===== src/rtl/hpdmc_initseq_pkg.sv =====
// Shared constants, FSM state type and bypass-word helper for the hpdmc SDRAM
// power-up sequencer.
package hpdmc_initseq_pkg;

   localparam logic [31:0] CSR_SYSTEM = 32'h0000_0000;
   localparam logic [31:0] CSR_BYPASS = 32'h0000_0004;

   // Bypass command nibbles, {CS,WE,CAS,RAS}
   localparam logic [3:0] CMD_PRECHARGE = 4'hB;
   localparam logic [3:0] CMD_REFRESH   = 4'hD;
   localparam logic [3:0] CMD_LMR       = 4'hF;

   localparam logic [31:0] SYS_BYPASS_CKE = 32'h0000_0007;
   localparam logic [31:0] SYS_RUN        = 32'h0000_0004;

   localparam logic [3:0] LAST_STEP = 4'd8;

   typedef enum logic [2:0] {
      StIdle,
      StPowerup,
      StWrite,
      StWait,
      StDone,
      StError
   } state_e;

   typedef enum logic [1:0] {
      WaitPre,
      WaitDll,
      WaitRef,
      WaitNone
   } wait_e;

   function automatic logic [31:0] bypass_word(input logic [1:0]  ba,
                                               input logic [12:0] a,
                                               input logic [3:0]  cmd);
      return {13'd0, ba, a, cmd};
   endfunction

   function automatic int unsigned max_u(input int unsigned a, input int unsigned b);
      return (a > b) ? a : b;
   endfunction

endpackage


===== src/rtl/hpdmc_initseq_rom.sv =====
// Step table of the JEDEC init sequence: maps a step index to the control-bus
// address, write data and the idle period that follows the write.
module hpdmc_initseq_rom
   import hpdmc_initseq_pkg::*;
#(
   parameter logic [2:0] MR_CL = 3'b010,
   parameter logic [2:0] MR_BL = 3'b011
) (
   input  logic [3:0]  step_i,
   output logic [31:0] adr_o,
   output logic [31:0] dat_o,
   output wait_e       wait_o
);

   logic [12:0] mr_a;

   always_comb begin
      // Mode register without DLL reset; A[8] is OR-ed in for the first MR write
      mr_a   = {4'd0, 1'b0, 1'b0, MR_CL, 1'b0, MR_BL};
      adr_o  = CSR_BYPASS;
      dat_o  = '0;
      wait_o = WaitNone;
      case (step_i)
         4'd0: begin
            adr_o  = CSR_SYSTEM;
            dat_o  = SYS_BYPASS_CKE;
            wait_o = WaitPre;
         end
         4'd1, 4'd4: begin
            dat_o  = bypass_word(2'b00, 13'h400, CMD_PRECHARGE);
            wait_o = WaitPre;
         end
         4'd2: begin
            dat_o  = bypass_word(2'b01, 13'h000, CMD_LMR);
            wait_o = WaitPre;
         end
         4'd3: begin
            dat_o  = bypass_word(2'b00, mr_a | 13'h100, CMD_LMR);
            wait_o = WaitDll;
         end
         4'd5, 4'd6: begin
            dat_o  = bypass_word(2'b00, 13'h000, CMD_REFRESH);
            wait_o = WaitRef;
         end
         4'd7: begin
            dat_o  = bypass_word(2'b00, mr_a, CMD_LMR);
            wait_o = WaitDll;
         end
         4'd8: begin
            adr_o  = CSR_SYSTEM;
            dat_o  = SYS_RUN;
            wait_o = WaitNone;
         end
         default: begin
            adr_o  = '0;
            dat_o  = '0;
            wait_o = WaitNone;
         end
      endcase
   end

endmodule


===== src/rtl/hpdmc_initseq.sv =====
// SDRAM power-up sequencer: after a start pulse it waits the power-up time, then
// writes the init sequence through the hpdmc bypass CSR as a Wishbone master.
module hpdmc_initseq
   import hpdmc_initseq_pkg::*;
#(
   parameter int unsigned T_POWERUP   = 20000,
   parameter int unsigned T_DLL       = 200,
   parameter int unsigned T_PRE       = 2,
   parameter int unsigned T_REF       = 8,
   parameter logic [2:0]  MR_CL       = 3'b010,
   parameter logic [2:0]  MR_BL       = 3'b011,
   parameter int unsigned ACK_TIMEOUT = 64
) (
   input  logic        sys_clk,
   input  logic        sys_rst,
   input  logic        start,
   output logic        busy,
   output logic        done,
   output logic        error,
   output logic [31:0] wbc_adr_o,
   output logic [31:0] wbc_dat_o,
   output logic        wbc_cyc_o,
   output logic        wbc_stb_o,
   output logic        wbc_we_o,
   input  logic        wbc_ack_i
);

   localparam int unsigned CntMax = max_u(max_u(T_POWERUP, ACK_TIMEOUT),
                                          max_u(T_DLL, max_u(T_PRE, T_REF)));
   localparam int unsigned CntW   = $clog2(CntMax + 1);

   state_e          state_q;
   logic [3:0]      step_q;
   logic [CntW-1:0] cnt_q;
   logic            stb_q;
   logic            busy_q;
   logic            done_q;
   logic            error_q;

   logic [31:0]     rom_adr;
   logic [31:0]     rom_dat;
   wait_e           rom_wait;
   logic [CntW-1:0] post_wait;

   hpdmc_initseq_rom #(
      .MR_CL (MR_CL),
      .MR_BL (MR_BL)
   ) u_rom (
      .step_i (step_q),
      .adr_o  (rom_adr),
      .dat_o  (rom_dat),
      .wait_o (rom_wait)
   );

   always_comb begin
      post_wait = '0;
      case (rom_wait)
         WaitPre: post_wait = CntW'(T_PRE);
         WaitDll: post_wait = CntW'(T_DLL);
         WaitRef: post_wait = CntW'(T_REF);
         default: post_wait = '0;
      endcase
   end

   // In WRITE the counter doubles as the ack timeout, preloaded on entry.
   always_ff @(posedge sys_clk or posedge sys_rst) begin
      if (sys_rst) begin
         state_q <= StIdle;
         step_q  <= '0;
         cnt_q   <= '0;
         stb_q   <= 1'b0;
         busy_q  <= 1'b0;
         done_q  <= 1'b0;
         error_q <= 1'b0;
      end else begin
         unique case (state_q)
            StIdle, StDone, StError: begin
               if (start) begin
                  done_q  <= 1'b0;
                  error_q <= 1'b0;
                  busy_q  <= 1'b1;
                  step_q  <= '0;
                  cnt_q   <= CntW'(T_POWERUP);
                  state_q <= StPowerup;
               end
            end
            StPowerup: begin
               if (cnt_q == '0) begin
                  stb_q   <= 1'b1;
                  cnt_q   <= CntW'(ACK_TIMEOUT - 1);
                  state_q <= StWrite;
               end else begin
                  cnt_q <= cnt_q - CntW'(1);
               end
            end
            StWrite: begin
               if (wbc_ack_i) begin
                  stb_q <= 1'b0;
                  if (step_q == LAST_STEP) begin
                     done_q  <= 1'b1;
                     busy_q  <= 1'b0;
                     state_q <= StDone;
                  end else begin
                     cnt_q   <= post_wait;
                     state_q <= StWait;
                  end
               end else if (cnt_q == '0) begin
                  stb_q   <= 1'b0;
                  error_q <= 1'b1;
                  busy_q  <= 1'b0;
                  state_q <= StError;
               end else begin
                  cnt_q <= cnt_q - CntW'(1);
               end
            end
            StWait: begin
               if (cnt_q == '0) begin
                  step_q  <= step_q + 4'd1;
                  stb_q   <= 1'b1;
                  cnt_q   <= CntW'(ACK_TIMEOUT - 1);
                  state_q <= StWrite;
               end else begin
                  cnt_q <= cnt_q - CntW'(1);
               end
            end
            default: state_q <= StIdle;
         endcase
      end
   end

   assign wbc_cyc_o = stb_q;
   assign wbc_stb_o = stb_q;
   assign wbc_we_o  = stb_q;
   assign wbc_adr_o = stb_q ? rom_adr : '0;
   assign wbc_dat_o = stb_q ? rom_dat : '0;
   assign busy      = busy_q;
   assign done      = done_q;
   assign error     = error_q;

endmodule


===== config.mk =====
export PLATFORM = sky130hd
export DESIGN_NAME = hpdmc_initseq
export DESIGN_NICKNAME = d
export VERILOG_FILES = /design/src/rtl/hpdmc_initseq_pkg.sv /design/src/rtl/hpdmc_initseq_rom.sv /design/src/rtl/hpdmc_initseq.sv
export SDC_FILE = /design/constraint.sdc
export NUM_CORES = 1
export LEC_CHECK = 0
export BUFFER_PORTS_ARGS = -buffer_cell sky130_fd_sc_hd__buf_2
export CAP_MARGIN = 20
export CORE_MARGIN = 2
export CORE_UTILIZATION = 40
export CTS_CLUSTER_DIAMETER = 80
export CTS_CLUSTER_SIZE = 20
export DETAILED_ROUTE_END_ITERATION = 10
export PLACE_DENSITY = 0.68
export SYNTH_ARGS = -nofsm -noshare
export SYNTH_HDL_FRONTEND = slang
export SYNTH_SLANG_ARGS = --single-unit

===== constraint.sdc =====
create_clock -name sys_clk -period 1.8 [get_ports sys_clk]
set_input_delay 0.36 -clock sys_clk [delete_from_list [all_inputs] [get_ports sys_clk]]
set_output_delay 0.36 -clock sys_clk [all_outputs]
set_load 0.03 [all_outputs]

; Word-level counts from Yosys, hierarchy flattened
; Index checks and enable logic that the tools add are counted.
[word_totals]
reg_bits = 26
latch_bits = 0
ram_bits = 0
romBits = 0
in_bits = 4
out_inout_bits = 70
word_cells = 92
n_memories = 0
[op_classes]
add_sub_neg = 2
mul = 0
div = 0
order_cmp = 0
n_eq_ne = 26
shifts = 0
muxes = 35
bitwise_logic = 0
reduce_logical = 22
[op_table]
columns = operator, n
row1 = $pmux W18 S7, 1
row2 = $mux W15, 5
row3 = $mux W32, 2
row4 = $pmux W15 S3, 1
row5 = $pmux W8 S3, 1
row6 = $mux W3, 6
row7 = $eq A4 B3 Y1 const B, 4
row8 = $reduce_and A4 Y1, 4
row9 = $logic_not A15 Y1, 1
row10 = $sub A15 B1 Y15 const B, 1
row11 = $ne A2 B2 Y1 const B, 6
row12 = $ne A3 B3 Y1 const B, 4
row13 = $mux W1, 10
row14 = $pmux W3 S3, 1
row15 = $reduce_and A3 Y1, 3
row16 = $eq A4 B2 Y1 const B, 2
row17 = $mux W4, 2
row18 = $pmux W1 S2, 4
row19 = $pmux W4 S2, 1
row20 = $reduce_or A2 Y1, 4
row21 = $reduce_or A7 Y1, 1
row22 = $eq A3 B2 Y1 const B, 2
row23 = $eq A3 B3 Y1 const B, 2
row24 = $pmux W2 S3, 1
row25 = 14 further kinds, 16

; Logic depth before layout (Yosys ltp)
; Gate-level depths: netlist of run 1.
[logic_depth]
ltp_word = 8
ltp_mapped = 9
depth_no_buf = 9

; Modules after synthesis
; A second synthesis of run 1 with hierarchy kept.
[hier_totals]
cells_unflattened = 342
area_unflattened_um2 = 2682.6
[by_module_without_submodules]
columns = mod, n_inst, cells_each, area_per_inst_um2, seq_area_each_um2
row1 = hpdmc_initseq, 1, 269, 2155.8, 650.6
row2 = hpdmc_initseq_rom, 1, 73, 526.8, 0.0

; Worst setup path after synthesis of run 1
; Ideal clock, no wire load.
[synth_timing]
path_kind = reg2out
startpoint = register step_q[0]
endpoint = output wbc_dat_o[0]
arrival_time_ps = 1821
required_ps = 1440
path_slack_ps = -381
stages_incl_launch_ff = 6
n_path_buf = 0
cell_sequence = dfrtp_1 > inv_1 > ha_1 > nor2_1 > o21ba_2 > a311oi_1
[synth_between]
elab_chain_cells = 4
elab_cells_between_ends = 13
classes_between = eq/ne: 8 / mux: 2 / reduce/logical: 3
[synth_rtl]
columns = item, line_no
row1 = from (decl), hpdmc_initseq.sv:33  ; logic [3:0] step_q;
row2 = from (signal assigned), hpdmc_initseq.sv:118  ; step_q <= step_q + 4'd1;
row3 = $eq A4 B3 Y1 / $eq A4 B1 Y1 (equally long branches), hpdmc_initseq_rom.sv:23  ; case (step_i)
row4 = $reduce_or A2 Y1, hpdmc_initseq_rom.sv:23
row5 = $pmux W18 S7 *, hpdmc_initseq_rom.sv:23
row6 = $mux W32 *, hpdmc_initseq.sv:135  ; assign wbc_dat_o = stb_q ? rom_dat : '0;
row7 = to (decl), hpdmc_initseq.sv:21  ; output logic [31:0] wbc_dat_o,
; Mark *: on every way between the ends. The rest lies on a longest branch, timed or not.

; Worst setup path after layout of run 1
; Same ends and word-level chain as after synthesis.

==> results by group, run 1 <==
Global routing
  – Vias in the first global route: 2193
  – Gr usage total: 21.1%
  – First-pass GRT wire length: between 10000 and 15000 um
  – Met2 Track Usage GR: 36.8%
  – Global route overflow: 0
  – Pin count of the biggest net entering global routing: 27
  – Met1 usage in global routing: between 20 and 30%
  – Busiest grt layer: met2
  – Initial antenna violation count: 0
  – GR Util met3: 2.92%

CTS
  – CTS root buffer: clkbuf_8
  – CTS tree: done
  – H-tree levels: 1
  – TritonCTS buffer count: 3
  – Hold Buf Count CTS: 0
  – Clock Pin Slew Worst Setup and Hold Paths: 0.09 ns
  – Worst-Skew Late Latency: 0.28 ns
  – CTS Sinks: 26
  – Deepest clock path buffer count: 2

Yosys
  – Share of the synthesized area in the top cell type: 27.7%
  – Cells after synthesis: 280
  – Syn. warnings: 0
  – Flops & latches, synth: 26
  – Cell Area, Synth: between 2000 and 2500 um^2
  – Ys flop type: dfrtp_1
  – Netlist cell types: 55
  – Number of flops mapped to enable cells by yosys: 0
  – Synthesized area per cell: 8.39 um^2
  – Sequential area share after synthesis: 27.7%
  – Cell taking the most area after synthesis: dfrtp_1
  – Synth async-reset ratio: between 90% and 100%
  – Largest cells by area after synthesis: dfrtp_1, buf_4, ha_1, nor2_1, a21oi_1

Floorplan
  – Site row count: 27
  – # IOs: 74
  – Core ar.: about 5600 um^2
  – Die X: a little over 80 um
  – Die height: ~81 um
  – Initial Util: 42.2%
  – Die ar.: 6500 um^2

Run
  – Max-Cap Viols: 0

Place
  – Quantity of I/O buffers inserted on ports: 20
  – Placed inst area: 2820 um^2
  – Final GP Congestion: roughly 0.94
  – Placed cell count: between 400 and 500
  – DP Worst Slack: -0.190 ns
  – Placed wire-length estimate: 4570 um

Route
  – Vias per inst: 5.52
  – WL per Instance: 17.5 um
  – Total Wirelength: 7750 um
  – DR iter-0 viols: 307
  – Total iterations of the first detailed-routing run: 5
  – DRC: 0
  – Final ANT Viol Nets: 0
  – Vias: 2438

STA
  – Final hold vios: 0
  – Slew Viols, Final: 0
  – Final worst slack: -0.291 ns
  – RSZ-0062 raised after global routing: true
  – Final min period: 2.09 ns
  – Final setup fails: 31
  – Setup Skew: roughly 0.0028 ns
  – Final worst path period share: 116%
  – Peak Freq: 0.478 GHz
  – Final hold slack: 0.130 ns

Worst setup path
  – CP Capture Type: output pin
  – CP Max Fanout: 4
  – Kind of critical path: flip-flop to output pin
  – Crit start category: flip-flop
  – Worst endpoint required time: about 1.4 ns
  – Critical Path AT: 1.73 ns
  – R2r setup slk: -0.21 ns

Pwr
  – Leakage: 0.00157 uW
  – Net switching power: 2250 uW
  – Tot Pwr: around 4700 uW
  – Sequential power share: 23.2%
  – Power density cells: 1330 nW/um^2
  – Peak supply drop: 0.819 mV
  – Combinational Power Share: between 60% and 70%
  – Internal: ~2400 uW
  – Clk pwr share: 7.4%
  – Switch share: 48.2%

Cells and area
  – Post-layout net count: 384
  – # diodes: 0
  – Register area: ~650 um^2
  – Design area: roughly 3500 um^2
  – Area growth syn-to-layout: 49.6%
  – Area occupied by multi-input gates: roughly 1800 um^2
  – Fill count: 420
  – Post-Layout Cell Count: 442
  – Share of layout cells above drive strength 1: 50.0%

Outcome
  – Outcome: finished with violations
  – Failing checks: setup timing

Min path
  – Worst hold path type: input port to async pin
state kept, by name (all words and copies together) (netlist names):
| name | flops |
|---|---|
| done | 1 |
| state_q | 3 |
| cnt_q | 15 |
| busy | 1 |
| wbc_cyc_o | 1 |
| step_q | 4 |
| error | 1 |
critical path, cell delays in order, from the launching register on:
cell      delay (ns)
dfrtp_2         0.46
buf_6           0.14
ha_4            0.17
nor2_2          0.21
o21ba_4         0.20
a311oi_2        0.09
buf_4           0.18
power by group through the flow:
stage / clock (uW) / sequential (uW) / combinational, uW
2_1_floorplan: 0 / 1130 / 1630
3_3_place_gp: 0 / 1060 / 2470
3_5_place_dp: 0 / 1060 / 2510
4_1_cts: 347 / 1070 / 2870
5_1_grt: 374 / 1120 / 3440
6_report: 346 / 1080 / 3250
worst paths after layout:
kind | startpoint | to | cells past startpoint
setup / recovery | step_q[0] | wbc_dat_o[0] | 6
hold / removal | sys_rst | wbc_cyc_o | 3
setup reg to reg | cnt_q[1] | cnt_q[2] | 8
hold reg to reg | busy | busy | 1
max in group asynchronous | sys_rst | step_q[0] | 3
min in group sys_clk | start | state_q[2] | 2
layout make-up:
| type | instances | area share, % |
|---|---|---|
| Multi-Input combinational cell | 225 | 51.5 |
| Inverter | 15 | 1.74 |
| Timing Repair Buffer | 101 | 24.5 |
| Tap cell | 72 | 2.56 |
| Sequential cell | 26 | 18.5 |
| Clock buffer | 3 | 1.17 |
cells by family after synthesis:
family	count (synthesis)	share of synthesized area, %
other	1	0.160
and+or+nand+nor	87	21.7
adders and majority gates	8	4.26
xor gates and xnor gates	2	0.746
muxes	5	2.13
DFF	26	27.7
AOI/OAI and AO/OA	70	20.9
buffers and inverters	81	22.4
per-layer routing:
layer	wire length (um)	vias to the layer above
met5	0	-
li1	-	1061
met1	2910	1175
met2	3960	153
met3	543	49
met4	345	0
layout by cell type (no fill, tap or decap), types with 4 or more instances in the layout:
| cell type | n |
|---|---|
| mux2i_1 | 5 |
| conb_1 | 53 |
| buf_6 | 28 |
| nor2_1 | 18 |
| nand2_1 | 11 |
| a21oi_1 | 4 |
| inv_1 | 9 |
| ha_4 | 6 |
| dfrtp_1 | 25 |
| nand2b_1 | 6 |
| a21oi_2 | 6 |
| a22o_1 | 4 |
| buf_4 | 62 |
| nor2_4 | 4 |
| o21ai_0 | 6 |
| nor2_2 | 4 |
| o21ai_2 | 5 |
| nor3_4 | 5 |
| buf_2 | 9 |
| inv_2 | 4 |
stage by stage:
stage / setup TNS, ns / utilization, %
6_report: -4.54 / 63.1
5_1_grt: -7.33 / 63.1
4_1_cts: -2.50 / 58.5
3_5_place_dp: -2.59 / 50.6
3_3_place_gp: -2.01 / 50.6
2_1_floorplan: -0.567 / -
what timing repair did:
item,in CTS,in global routing
buffers inserted,12,9
resized for setup,80,42
endpoints found under the setup margin,33,36
pin swaps,35,34
Yosys cell counts (3+ instances only):
master,n
buf_4,58
dfrtp_1,26
nor2_1,25
inv_1,15
nand2_1,15
a21oi_1,12
o21ai_0,10
ha_1,8
nor3_1,8
nand2b_1,6
mux2i_1,5
o21ai_1,5
o31ai_1,5
or3_1,5
a211oi_1,4
a22o_1,4
buf_2,4
clkbuf_1,4
nand3_1,4
a31oi_1,3
nor4_1,3
o211ai_1,3
o2bb2ai_1,3
No activity file was read; power rests on OpenSTA's default activity.
==> run 2: changes to the inputs <==
--- a/config.mk
+++ b/config.mk
@@ -13,6 +13,7 @@
 export CTS_CLUSTER_SIZE = 20
 export DETAILED_ROUTE_END_ITERATION = 10
 export PLACE_DENSITY = 0.68
+export RECOVER_POWER = 100
 export SYNTH_ARGS = -nofsm -noshare
 export SYNTH_HDL_FRONTEND = slang
 export SYNTH_SLANG_ARGS = --single-unit
==> results by group, run 2 (synthesized netlist as in run 1, its figures left out) <==
Outcome
  – Outcome: finished with violations
  – Failing checks: setup timing

Worst setup path
  – CP Cell Sequence: buf_6 -> ha_4 -> nor2_2 -> o21ba_4 -> a311oi_2 -> buf_4
  – CP Capture Type: output pin
  – Crit path max-delay family: flip-flops
  – R2r setup slk: -0.21 ns
  – Worst path slowest cell: dfrtp_2
  – Crit start category: flip-flop
  – Worst path max stage delay: 0.46 ns
  – Crit path buf inv count: 2
  – R2R cell count: 8
  – CP Max Fanout: 4
  – Critical Path AT: 1.72 ns
  – R2R Path End: cnt_q[2]
  – Worst endpoint required time: about 1.4 ns
  – Reg2Reg Launch Point: cnt_q[1]
  – Kind of critical path: flip-flop to output pin

Pwr
  – Tot Pwr: 4670 uW
  – Net switching power: roughly 2200 uW
  – Switch share: approximately half
  – Combinational Power Share: 69.3%
  – Peak supply drop: a little over 0.8 mV
  – Leakage: 0.00156 uW
  – Internal: 2420 uW
  – Clk pwr share: 7.4%
  – Power density cells: around 1300 nW/um^2
  – Sequential power share: 23.3%

Place
  – Final GP Congestion: 0.944
  – Placed wire-length estimate: 4570 um
  – Quantity of I/O buffers inserted on ports: 20
  – Placed inst area: approximately 2800 um^2
  – DP Worst Slack: -0.190 ns

Cells and area
  – Area growth syn-to-layout: 49.3%
  – Post-layout net count: 384
  – Commonest cells after routing, fill and taps aside: buf_4, conb_1, buf_6
  – Register area: 652 um^2
  – # diodes: 0
  – Design area: 3510 um^2
  – Fill count: 420
  – Number of flip-flops in the largest register: 15
  – Largest Register: cnt_q
  – Share of layout cells above drive strength 1: 49.2%
  – Commonest non-fill, non-tap cell in the layout: buf_4
  – Area occupied by multi-input gates: ~1800 um^2
  – Top Registers: cnt_q: 15 flops, step_q: 4 flops, state_q: 3 flops

STA
  – Final min period: 2.08 ns
  – Final worst path period share: 116%
  – Setup Skew: 0.00284 ns
  – Peak Freq: roughly 0.48 GHz
  – Final worst slack: -0.285 ns
  – Final hold vios: 0
  – Final TNS setup: -4.51 ns
  – Slew HR: between 50% and 60%
  – Slew of the pin with the lowest slew margin: 0.719 ns
  – RSZ-0062 raised after global routing: true
  – Final setup fails: 31
  – Slew Viols, Final: 0

Global routing
  – Pin count of the biggest net entering global routing: 27
  – Gr usage total: 21.1%
  – First-pass GRT wire length: ~11000 um
  – Global route overflow: 0
  – Vias in the first global route: 2193
  – Initial antenna violation count: 0

Floorplan
  – Initial Util: 42.2%
  – Die ar.: 6500 um^2
  – Die height: 80.6 um
  – Core ar.: around 5600 um^2
  – Site row count: 27
  – # IOs: 74
  – Die X: between 80 and 90 um

Route
  – Final ANT Viol Nets: 0
  – DRC: 0
  – Vias per inst: 5.49
  – WL per Instance: around 17 um
  – Total Wirelength: 7720 um
  – DR iter-0 viols: between 300 and 400
  – Total iterations of the first detailed-routing run: 5
  – Vias: about 2400

CTS
  – CTS root buffer: clkbuf_8
  – Worst-Skew Late Latency: between 0.2 and 0.3 ns
  – CTS tree: done
  – TritonCTS buffer count: 3
  – Clock Pin Slew Worst Setup and Hold Paths: 0.09 ns
  – H-tree levels: 1
  – CTS Sinks: 26
  – Hold Buf Count CTS: 0
  – Deepest clock path buffer count: 2

Min path
  – Worst hold path type: input port to async pin

Run
  – Max-Cap Viols: 0
==> run 2: cell types whose count changed in the layout (fill, tap and decap cells not counted) <==
cell and change:
clkbuf_2 +1, clkbuf_1 +3, buf_4 -1, buf_2 -3
==> run 2: worst max path at each step <==
stage	start	end	slack [ns]	depth (start not counted)
finish	step_q[0]	wbc_dat_o[0]	-0.28	6
global route	step_q[1]	wbc_dat_o[0]	-0.35	6
CTS	step_q[1]	wbc_dat_o[0]	-0.20	6
detailed placement	cnt_q[1]	cnt_q[12]	-0.19	8
global placement	cnt_q[1]	cnt_q[10]	-0.16	7
floorplan	cnt_q[0]	cnt_q[14]	-0.11	7
==> run 2: timing repair <==
| action | CTS | global route |
|---|---|---|
| setup buffers | 12 | 9 |
| resized for setup | 80 | 42 |
| pin swaps | 35 | 34 |
| endpoints found under the setup margin | 33 | 36 |
==> run 2: area by class of cell <==
cell class | count | share of cell area (%)
tap | 72 | 2.57
inverter | 15 | 1.75
multi-input combinational | 225 | 51.6
sequential | 26 | 18.6
clock buffer | 3 | 1.18
timing repair buffer | 101 | 24.4
==> run 2: power by group through the flow <==
stage | sequential [uW] | clock (uW) | combinational (uW)
final | 1090 | 346 | 3230
after global routing | 1120 | 374 | 3440
after CTS | 1070 | 347 | 2870
after detailed placement | 1060 | 0 | 2510
after global placement | 1060 | 0 | 2470
after floorplan | 1130 | 0 | 1630
==> run 2: worst min-delay path: stages <==
cell,delay (ns)
buf_2,0.09
inv_1,0.04
clkbuf_2,0.56
==> run 2: through the flow <==
step	hold slack (ns)	utilization, %	std cells
after floorplan	0.400	-	332
after global placement	0.442	50.6	422
after detailed placement	0.445	50.6	422
after CTS	0.142	58.5	436
after global routing	0.315	62.9	442
final	0.260	62.9	442
==> run 2: per-layer routing <==
| metal | GRT usage, % | vias up | routed length [um] |
|---|---|---|---|
| met3 | 2.92 | 39 | 541 |
| met1 | 27.3 | 1182 | 2900 |
| met2 | 36.8 | 143 | 3940 |
| met5 | 0 | - | 0 |
| li1 | - | 1064 | - |
| met4 | 5.93 | 0 | 329 |
